`config.mk`:
```
export PLATFORM = sky130hd
export DESIGN_NAME = aes_round_key_sequencer
export DESIGN_NICKNAME = d
export VERILOG_FILES = /design/src/rtl/aes_round_key_sequencer.sv
export SDC_FILE = /design/constraint.sdc
export NUM_CORES = 2
export LEC_CHECK = 0
export BUFFER_PORTS_ARGS = -buffer_cell sky130_fd_sc_hd__buf_4
export CAP_MARGIN = 5
export CORE_AREA = 2 2 660 662
export DETAILED_ROUTE_END_ITERATION = 10
export DIE_AREA = 0 0 662 664
export PLACE_DENSITY = 0.36
export SLEW_MARGIN = 10
export SYNTH_ARGS = -nofsm -noshare
export SYNTH_HDL_FRONTEND = slang
export SYNTH_SLANG_ARGS = --single-unit
export TNS_END_PERCENT = 20
```
`constraint.sdc`:
```
create_clock -name clk_i -period 3.6 [get_ports clk_i]
set_clock_uncertainty 0.15 [all_clocks]
set_input_delay 0.36 -clock clk_i [delete_from_list [all_inputs] [get_ports clk_i]]
set_output_delay 0.36 -clock clk_i [all_outputs]
set_load 0.01 [all_outputs]
```
`src/rtl/aes_round_key_sequencer.sv`:
```
// AES-128 round-key sequencer: accepts a cipher key, drives it onto an external
// combinational KeyExpansionFunction, captures round keys 1..10 after a settle
// window, and streams rk0..rk10 to the round engine with replay support.
module aes_round_key_sequencer #(
    parameter int unsigned WIDTH         = 128,
    parameter int unsigned SETTLE_CYCLES = 2
) (
    input  logic             clk_i,
    input  logic             rst_n_i,
    input  logic             key_valid_i,
    output logic             key_ready_o,
    input  logic [WIDTH-1:0] key_ciph_i,
    output logic [WIDTH-1:0] kx_key_o,
    input  logic [WIDTH-1:0] kx_key_1_i,
    input  logic [WIDTH-1:0] kx_key_2_i,
    input  logic [WIDTH-1:0] kx_key_3_i,
    input  logic [WIDTH-1:0] kx_key_4_i,
    input  logic [WIDTH-1:0] kx_key_5_i,
    input  logic [WIDTH-1:0] kx_key_6_i,
    input  logic [WIDTH-1:0] kx_key_7_i,
    input  logic [WIDTH-1:0] kx_key_8_i,
    input  logic [WIDTH-1:0] kx_key_9_i,
    input  logic [WIDTH-1:0] kx_key_10_i,
    output logic             rk_valid_o,
    input  logic             rk_ready_i,
    output logic [WIDTH-1:0] rk_o,
    output logic [3:0]       rk_idx_o,
    output logic             rk_last_o,
    input  logic             rewind_i,
    output logic             busy_o
);

    typedef enum logic [1:0] {
        ST_IDLE,
        ST_SETTLE,
        ST_STREAM,
        ST_DONE
    } state_t;

    localparam logic [3:0] SETTLE_INIT = 4'(SETTLE_CYCLES - 1);
    localparam logic [3:0] LAST_IDX    = 4'd10;

    state_t           state_q, state_d;
    logic [3:0]       cnt_q, cnt_d;
    logic [3:0]       idx_q, idx_d;
    logic [3:0]       idx_inc;
    logic             rk_valid_q, rk_valid_d;
    logic [WIDTH-1:0] kx_key_q, kx_key_d;
    logic [WIDTH-1:0] rk_q, rk_d;
    logic [WIDTH-1:0] store_q [0:10];
    logic [WIDTH-1:0] store_d [0:10];
    logic [WIDTH-1:0] kx_round [1:10];
    logic             key_accept;

    assign kx_round[1]  = kx_key_1_i;
    assign kx_round[2]  = kx_key_2_i;
    assign kx_round[3]  = kx_key_3_i;
    assign kx_round[4]  = kx_key_4_i;
    assign kx_round[5]  = kx_key_5_i;
    assign kx_round[6]  = kx_key_6_i;
    assign kx_round[7]  = kx_key_7_i;
    assign kx_round[8]  = kx_key_8_i;
    assign kx_round[9]  = kx_key_9_i;
    assign kx_round[10] = kx_key_10_i;

    // Gated by rst_n_i so the source sees "not ready" throughout reset even
    // though the state register already sits at IDLE.
    assign key_ready_o = rst_n_i && ((state_q == ST_IDLE) || (state_q == ST_DONE));
    assign key_accept  = key_valid_i && key_ready_o;
    assign idx_inc     = idx_q + 4'd1;

    assign kx_key_o   = kx_key_q;
    assign rk_o       = rk_q;
    assign rk_idx_o   = idx_q;
    assign rk_valid_o = rk_valid_q;
    assign rk_last_o  = rk_valid_q && (idx_q == LAST_IDX);
    assign busy_o     = (state_q == ST_SETTLE) || (state_q == ST_STREAM);

    // Next-state and next-output computation for the whole sequencer.
    always_comb begin
        state_d    = state_q;
        cnt_d      = cnt_q;
        idx_d      = idx_q;
        rk_valid_d = rk_valid_q;
        kx_key_d   = kx_key_q;
        rk_d       = rk_q;
        store_d    = store_q;

        // Accept is only possible in IDLE/DONE, and it beats a coincident rewind.
        if (key_accept) begin
            kx_key_d   = key_ciph_i;
            store_d[0] = key_ciph_i;
            cnt_d      = SETTLE_INIT;
            rk_valid_d = 1'b0;
            idx_d      = '0;
            state_d    = ST_SETTLE;
        end else begin
            case (state_q)
                ST_SETTLE: begin
                    if (cnt_q == '0) begin
                        for (int unsigned i = 1; i <= 10; i++) begin
                            store_d[i] = kx_round[i];
                        end
                        state_d    = ST_STREAM;
                        idx_d      = '0;
                        rk_d       = store_q[0];
                        rk_valid_d = 1'b1;
                    end else begin
                        cnt_d = cnt_q - 4'd1;
                    end
                end
                ST_STREAM: begin
                    // Rewind takes priority over a same-cycle handshake.
                    if (rewind_i) begin
                        idx_d = '0;
                        rk_d  = store_q[0];
                    end else if (rk_ready_i) begin
                        if (idx_q == LAST_IDX) begin
                            state_d    = ST_DONE;
                            rk_valid_d = 1'b0;
                            idx_d      = '0;
                        end else begin
                            idx_d = idx_inc;
                            rk_d  = store_q[idx_inc];
                        end
                    end
                end
                ST_DONE: begin
                    if (rewind_i) begin
                        state_d    = ST_STREAM;
                        idx_d      = '0;
                        rk_d       = store_q[0];
                        rk_valid_d = 1'b1;
                    end
                end
                default: ;
            endcase
        end
    end

    // State and registered outputs, cleared asynchronously.
    always_ff @(posedge clk_i or negedge rst_n_i) begin
        if (!rst_n_i) begin
            state_q    <= ST_IDLE;
            cnt_q      <= '0;
            idx_q      <= '0;
            rk_valid_q <= 1'b0;
            kx_key_q   <= '0;
            rk_q       <= '0;
            for (int unsigned i = 0; i <= 10; i++) begin
                store_q[i] <= '0;
            end
        end else begin
            state_q    <= state_d;
            cnt_q      <= cnt_d;
            idx_q      <= idx_d;
            rk_valid_q <= rk_valid_d;
            kx_key_q   <= kx_key_d;
            rk_q       <= rk_d;
            store_q    <= store_d;
        end
    end

endmodule
```
**Yosys cells after proc, flatten, opt, wreduce, memory -nomap -nowiden**

Cells that the tools add are included.

- Bitwise logic cells: 2
- Reductions and logical operators: 15
- Equality and inequality tests: 15
- $lt $le $gt $ge: 1
- Add/sub/neg operators: 2
- Muxes and demuxes: 33

Operators by type and width:

| cell | number |
|---|---|
| 128-bit two-way mux | 7 |
| 128-bit binary-select mux with 4-bit select | 1 |
| 128-bit one-hot mux with 3 select lines | 1 |
| 4-bit two-way mux | 9 |
| 3-bit != test (second input constant) | 5 |
| 2-bit two-way mux | 6 |
| 4-bit one-hot mux with 3 select lines | 1 |
| 6-bit AND reduction | 2 |
| 1-bit two-way mux | 6 |
| 3-bit by 2-bit != test with 1-bit output (second input constant) | 2 |
| 2-bit one-hot mux with 3 select lines | 1 |
| 5-bit greater-or-equal comparator (second input constant) | 1 |
| 4-bit NOT with 5-bit output | 1 |
| 4-bit by 1-bit adder with 4-bit output (second input constant) | 1 |
| 2-bit == test (second input constant) | 2 |
| 4-bit == test (second input constant) | 1 |
| 4-bit logical NOT | 1 |
| 2-bit != test (second input constant) | 2 |
| 4-bit != test (second input constant) | 1 |
| 4-bit AND reduction | 1 |
| 4-bit nonzero test | 1 |
| 4-bit by 1-bit subtractor with 4-bit output (second input constant) | 1 |
| 1-bit logical AND | 3 |
| 1-bit one-hot mux with 3 select lines | 1 |
| other kinds (9) | 10 |

- Register bits after elaboration: 1,547
- Output and inout port bits: 264
- Input bits: 1,413
- Logic and storage cells: 84

**Logic depth before layout (Yosys ltp)**

- Word-level depth: 9
- Mapped depth: 14
- Mapped depth without buffers: 7

**Worst setup path after synthesis**

Ideal clock, no wire load.

- Kind: register to register
- Start point: register idx_q[0] (netlist: rk_idx_o[0])
- End point: register rk_q[53] (netlist: rk_o[53])
- Slack: 0.738 ns
- Stages on the path, launching flop included: 13
- Data required time: 3.326 ns
- Setup time: 0.124 ns
- Data arrival time: 2.588 ns
- Clock period less this slack: 2.862 ns
- Path through: dfrtp_1 > buf_2 > inv_1 > clkbuf_1 > ha_1 > buf_2 > buf_2 > buf_2 > buf_2 > mux2_2 > o22ai_1 > nor4_1 > a211o_1

- Word-level cells in the longest chain between the ends: 9
- Elaborated cells on any way between the ends: 12
- Classes of those cells: add/sub (1); eq/ne (2); mux (7); bitwise (1); reduce/logical (1)

Ends and longest elaborated chain:

| element | RTL line | RTL |
|---|---|---|
| from (decl) | 45 | `logic [3:0] idx_q, idx_d;` |
| from (signal assigned) | 156 | `idx_q <= idx_d;` |
| 4-bit by 1-bit adder with 4-bit output | 70 | `assign idx_inc = idx_q + 4'd1;` |
| 4-bit NOT with 5-bit output (not written as such) | 124 | `rk_d = store_q[idx_inc];` |
| 128-bit binary-select mux with 4-bit select | 124 |  |
| 128-bit two-way mux (not written as such) (2 in a row) | 124 |  |
| 128-bit two-way mux | 118 | `if (idx_q == LAST_IDX) begin` |
| 128-bit two-way mux | 117 | `end else if (rk_ready_i) begin` |
| 128-bit two-way mux | 114 | `if (rewind_i) begin` |
| 128-bit one-hot mux with 3 select lines | 98 | `case (state_q)` |
| to (signal assigned) | 159 | `rk_q <= rk_d;` |
| to (decl) | 49 | `logic [WIDTH-1:0] rk_q, rk_d;` |

Parallel ways exist; a longest one is shown, timed or not. The select of a mux whose other input is x is not followed.
A chain may end at the register's enable or synchronous reset.

**Worst setup path after layout**

- Start point: register idx_q[0] (netlist: rk_idx_o[0])
- End point: register rk_q[109] (netlist: rk_o[109])

The elaborated chain is that of the path after synthesis.

==> impl_metrics.toml <==
[global_route]
antenna_found_initial = 163
grt_pass1_wl_um = 636000
grt_max_degree = 148
grt_pass1_vias = 79800
grt_use_total_pct = 20.4
overflow = 0

[clock_tree]
cts_tree = "yes"
clock_sinks = 1547
cts_root_buffer = "clkbuf_16"
cts_buffers = 206
path_clk_slew_ns = 0.06
cts_htree_levels = 4
clock_latency_ns = 0.92
cts.path.max_buffers = 4
cts.repair.resized = 0
post_cts_buffers = 0

[worst_setup_path]
crit_required_ns = 4.20
crit_type = "register to register"
crit_arrival_ns = 3.80
crit_path_end_kind = "register"
crit_chain = "ha_1 -> xnor2_1 -> nand2_4 -> buf_12 -> buf_12 -> buf_12 -> o22ai_1 -> nor4_1 -> a211o_1"
worst-path-max-fanout = 40
cpMostUsedCell = "buf_12"
critPathLaunchType = "register"
rrSetupSlack_ns = 0.40
path_buf_inv = 3
crit_family = "buffers and inverters"
r2r_cells = 9
slowest_delay_ns = 0.51
cp_slowest_cell = "dfrtp_4"
r2r-end = "rk_o[109]$_DFFE_PN0P_"
crit-reg2reg-launch = "rk_idx_o[0]$_DFFE_PN0P_"

[hold_path]
holdCritStartpoint = "kx_key_2_i[48]"
hold_end = "store_q[1072]$_DFFE_PN0P_"
hp-class = "input pin to register"
min_path_cells = 4

[cells_and_area]
layout.nets = 13600
fin_util_pct = 28.2
drive_gt1_share_pct = 22.5
n_fill_cell = 46300
areaGrowthSynthToFinish_pct = 67.6

[floorplan]
fp.dieH_um = 664
num_rows = 242
dieWidth_um = 662
coreArea_um2 = 433000
die_area_um2 = 440000
ios = 1677
start_util_pct = 16.8

[sta]
holdWs_ns = 0.100
period_minus_slack_ns = 3.20
tns_ns = 0
final_hold_viol_count = 0
drv_slew = 0
relSlewSlack_pct = 26.7
fin_crit_sh_pct = 89.0
setup_viol = 0
worst_slew_pin_slew_ns = 1.10
rsz0062_at_grt = "no"
max_freq_mhz = 312

[power]
power_switching_w = 0.0285
p_int_w = 0.0449
ir_worst_vdd_v = 0.000431
leakagePower_nw = 54.3
combPwrFrac_pct = 38.5
pwr-share-clk_pct = 29.3
switching_share_pct = 38.8
power_density_nw_per_um2 = 602
power_w = 0.0734
p_seq_share_pct = 32.2

[synth]
synth_area_um2 = 72800
avgSynthCellArea_um2 = 8.57
synth-main-ff-cell = "dfrtp_1"
syn_inst = 8486
async_reset_ff_share_pct = 100
syn-num-nets = 9909
synth-seq-cells = 1547
yosys_warnings = 0
yosysSeqAreaShare_pct = 53.2
ys_types = 41
synth-edff-count = 0

[placement]
gp_congestion = 0.856
place_hpwl_um = 350000
portBuffers = 1676

[detailed_routing]
drc = 0
drt_iter0_drc = 4774
drtPass1Iterations = 5
vias_per_cell = 4.13
ant_nets = 0
via_count = 74900
wl_um = 462000
detail_route.wl_per_cell_um = 25.5

[job]
maxCapViolCount = 0

[run_status]
status = "complete, no violations"
-- through the flow --
stage | cells | setup slack, ns | cell area [um^2]
after floorplan | 8486 | 0.738 | 72800
after global placement | 15400 | 0.445 | 92200
after detailed placement | 15400 | 0.442 | 92200
after CTS | 18000 | 0.398 | 122000
after global routing | 18100 | 0.340 | 122000
final | 18100 | 0.397 | 122000
-- sequential cells by signal, indices dropped and copies added, names as in the netlist --
name        count
store_q      1408
rk_o          128
state_q         2
rk_valid_o      1
rk_idx_o        4
cnt_q           4
-- power groups by stage --
stage	logic (W)	registers [W]	clock network [W]
5_1_grt	0.0304	0.0240	0.0228
3_3_place_gp	0.0262	0.0240	0
2_1_floorplan	0.0142	0.0225	0
6_report	0.0283	0.0237	0.0215
4_1_cts	0.0287	0.0237	0.0222
3_5_place_dp	0.0262	0.0240	0
-- worst reg2reg max path, delay by kind of cell, from the launching register on --
family / cells / cell delay [ns]
flip-flops: 1 / 0.51
AND/OR/NAND/NOR: 2 / 0.19
buffers and inverters: 3 / 0.90
XOR/XNOR: 1 / 0.43
AO/OA/AOI/OAI: 2 / 0.61
adder cells (fa/ha/maj): 1 / 0.26
-- cells in the mapped netlist (2+ instances only) --
cell	number	area [um^2]
buf_6	12	135
nand3_1	3	15.0
xnor2_1	3	26.3
o21ai_0	4	20.0
clkbuf_1	440	1650
nor3_1	128	641
mux2_2	513	5780
o31ai_1	2	15.0
nand2b_1	2	12.5
ha_1	10	125
and2_1	2	12.5
nor2_1	133	499
buf_1	32	120
a21o_1	2	15.0
nand2_1	4623	17400
o22ai_1	256	1600
nor3b_1	2	15.0
and3b_1	2	17.5
mux2i_1	130	1300
xor2_1	3	26.3
buf_4	129	968
nand3b_1	2	15.0
dfrtp_1	1547	38700
a211o_1	128	1120
buf_2	98	490
nor4_1	129	807
inv_1	9	33.8
nor2b_1	2	12.5
a41oi_1	128	1120
-- cells by family (layout without fill, tap and decap cells) --
kind of cell / Yosys count / count (layout) / share of synthesized area, %
AND/OR/NAND/NOR: 5033 / 5033 / 26.7
AO/OA/AOI/OAI: 526 / 526 / 5.42
buffers and inverters: 721 / 4542 / 4.68
multiplexers: 643 / 643 / 9.73
XOR/XNOR: 6 / 6 / 0.0722
other: 0 / 88 / 0
adder cells (fa/ha/maj): 10 / 10 / 0.172
flip-flops: 1547 / 1547 / 53.2
-- worst max path at each step --
stage          slack (ns)  cells past startpoint               startpoint               endpoint
4_1_cts              0.40                      8  rk_idx_o[0]$_DFFE_PN0P_  rk_o[107]$_DFFE_PN0P_
2_1_floorplan        0.74                     12  rk_idx_o[0]$_DFFE_PN0P_   rk_o[53]$_DFFE_PN0P_
3_5_place_dp         0.44                      8  rk_idx_o[0]$_DFFE_PN0P_  rk_o[107]$_DFFE_PN0P_
3_3_place_gp         0.45                      8  rk_idx_o[0]$_DFFE_PN0P_  rk_o[104]$_DFFE_PN0P_
6_report             0.40                      9  rk_idx_o[0]$_DFFE_PN0P_  rk_o[109]$_DFFE_PN0P_
5_1_grt              0.34                      9  rk_idx_o[0]$_DFFE_PN0P_  rk_o[109]$_DFFE_PN0P_
-- layer usage --
layer  share of wire, %  wire [um]  vias to the layer above  global-route usage, %
met5              0.081        376                        -                      0
met1                 42     193000                    37200                   24.9
met3                5.8      26600                      737                   4.52
met4                4.2      19500                       56                   7.82
met2                 48     222000                     2104                   34.6
li1                   -          -                    34800                      -
-- layout by cell type (no fill, tap or decap), types with 88 or more instances in the layout --
master,netlist,routed
a211o_1,128,128
a41oi_1,128,128
buf_12,0,89
buf_4,129,1825
clkbuf_16,0,206
dfrtp_1,1547,1546
diode_2,0,88
dlygate4sd3_1,0,2260
mux2_2,513,513
mux2i_1,130,130
nand2_1,4623,4618
nor2_1,133,133
nor3_1,128,128
nor4_1,129,129
o22ai_1,256,256
-- cell type report --
class                   instances  area (um^2)  share of cell area [%]
multi-input cells            6218        30700                    25.2
flip-flops and latches       1547        38700                    31.8
clock inverters                60          863                   0.708
clock buffers                 298         6040                    4.95
inverters                       9         41.3                  0.0339
repair buffers               4175        38100                    31.3
diodes                         88          220                   0.181
well taps                    5734         7170                    5.88
-- what timing repair did --
item / CTS / global route
hold buffers: 2260 / 0
hold endpoints to repair: 2108 / 0
endpoints found under the setup margin: 0 / 0
(Power assumes the default switching activity.)
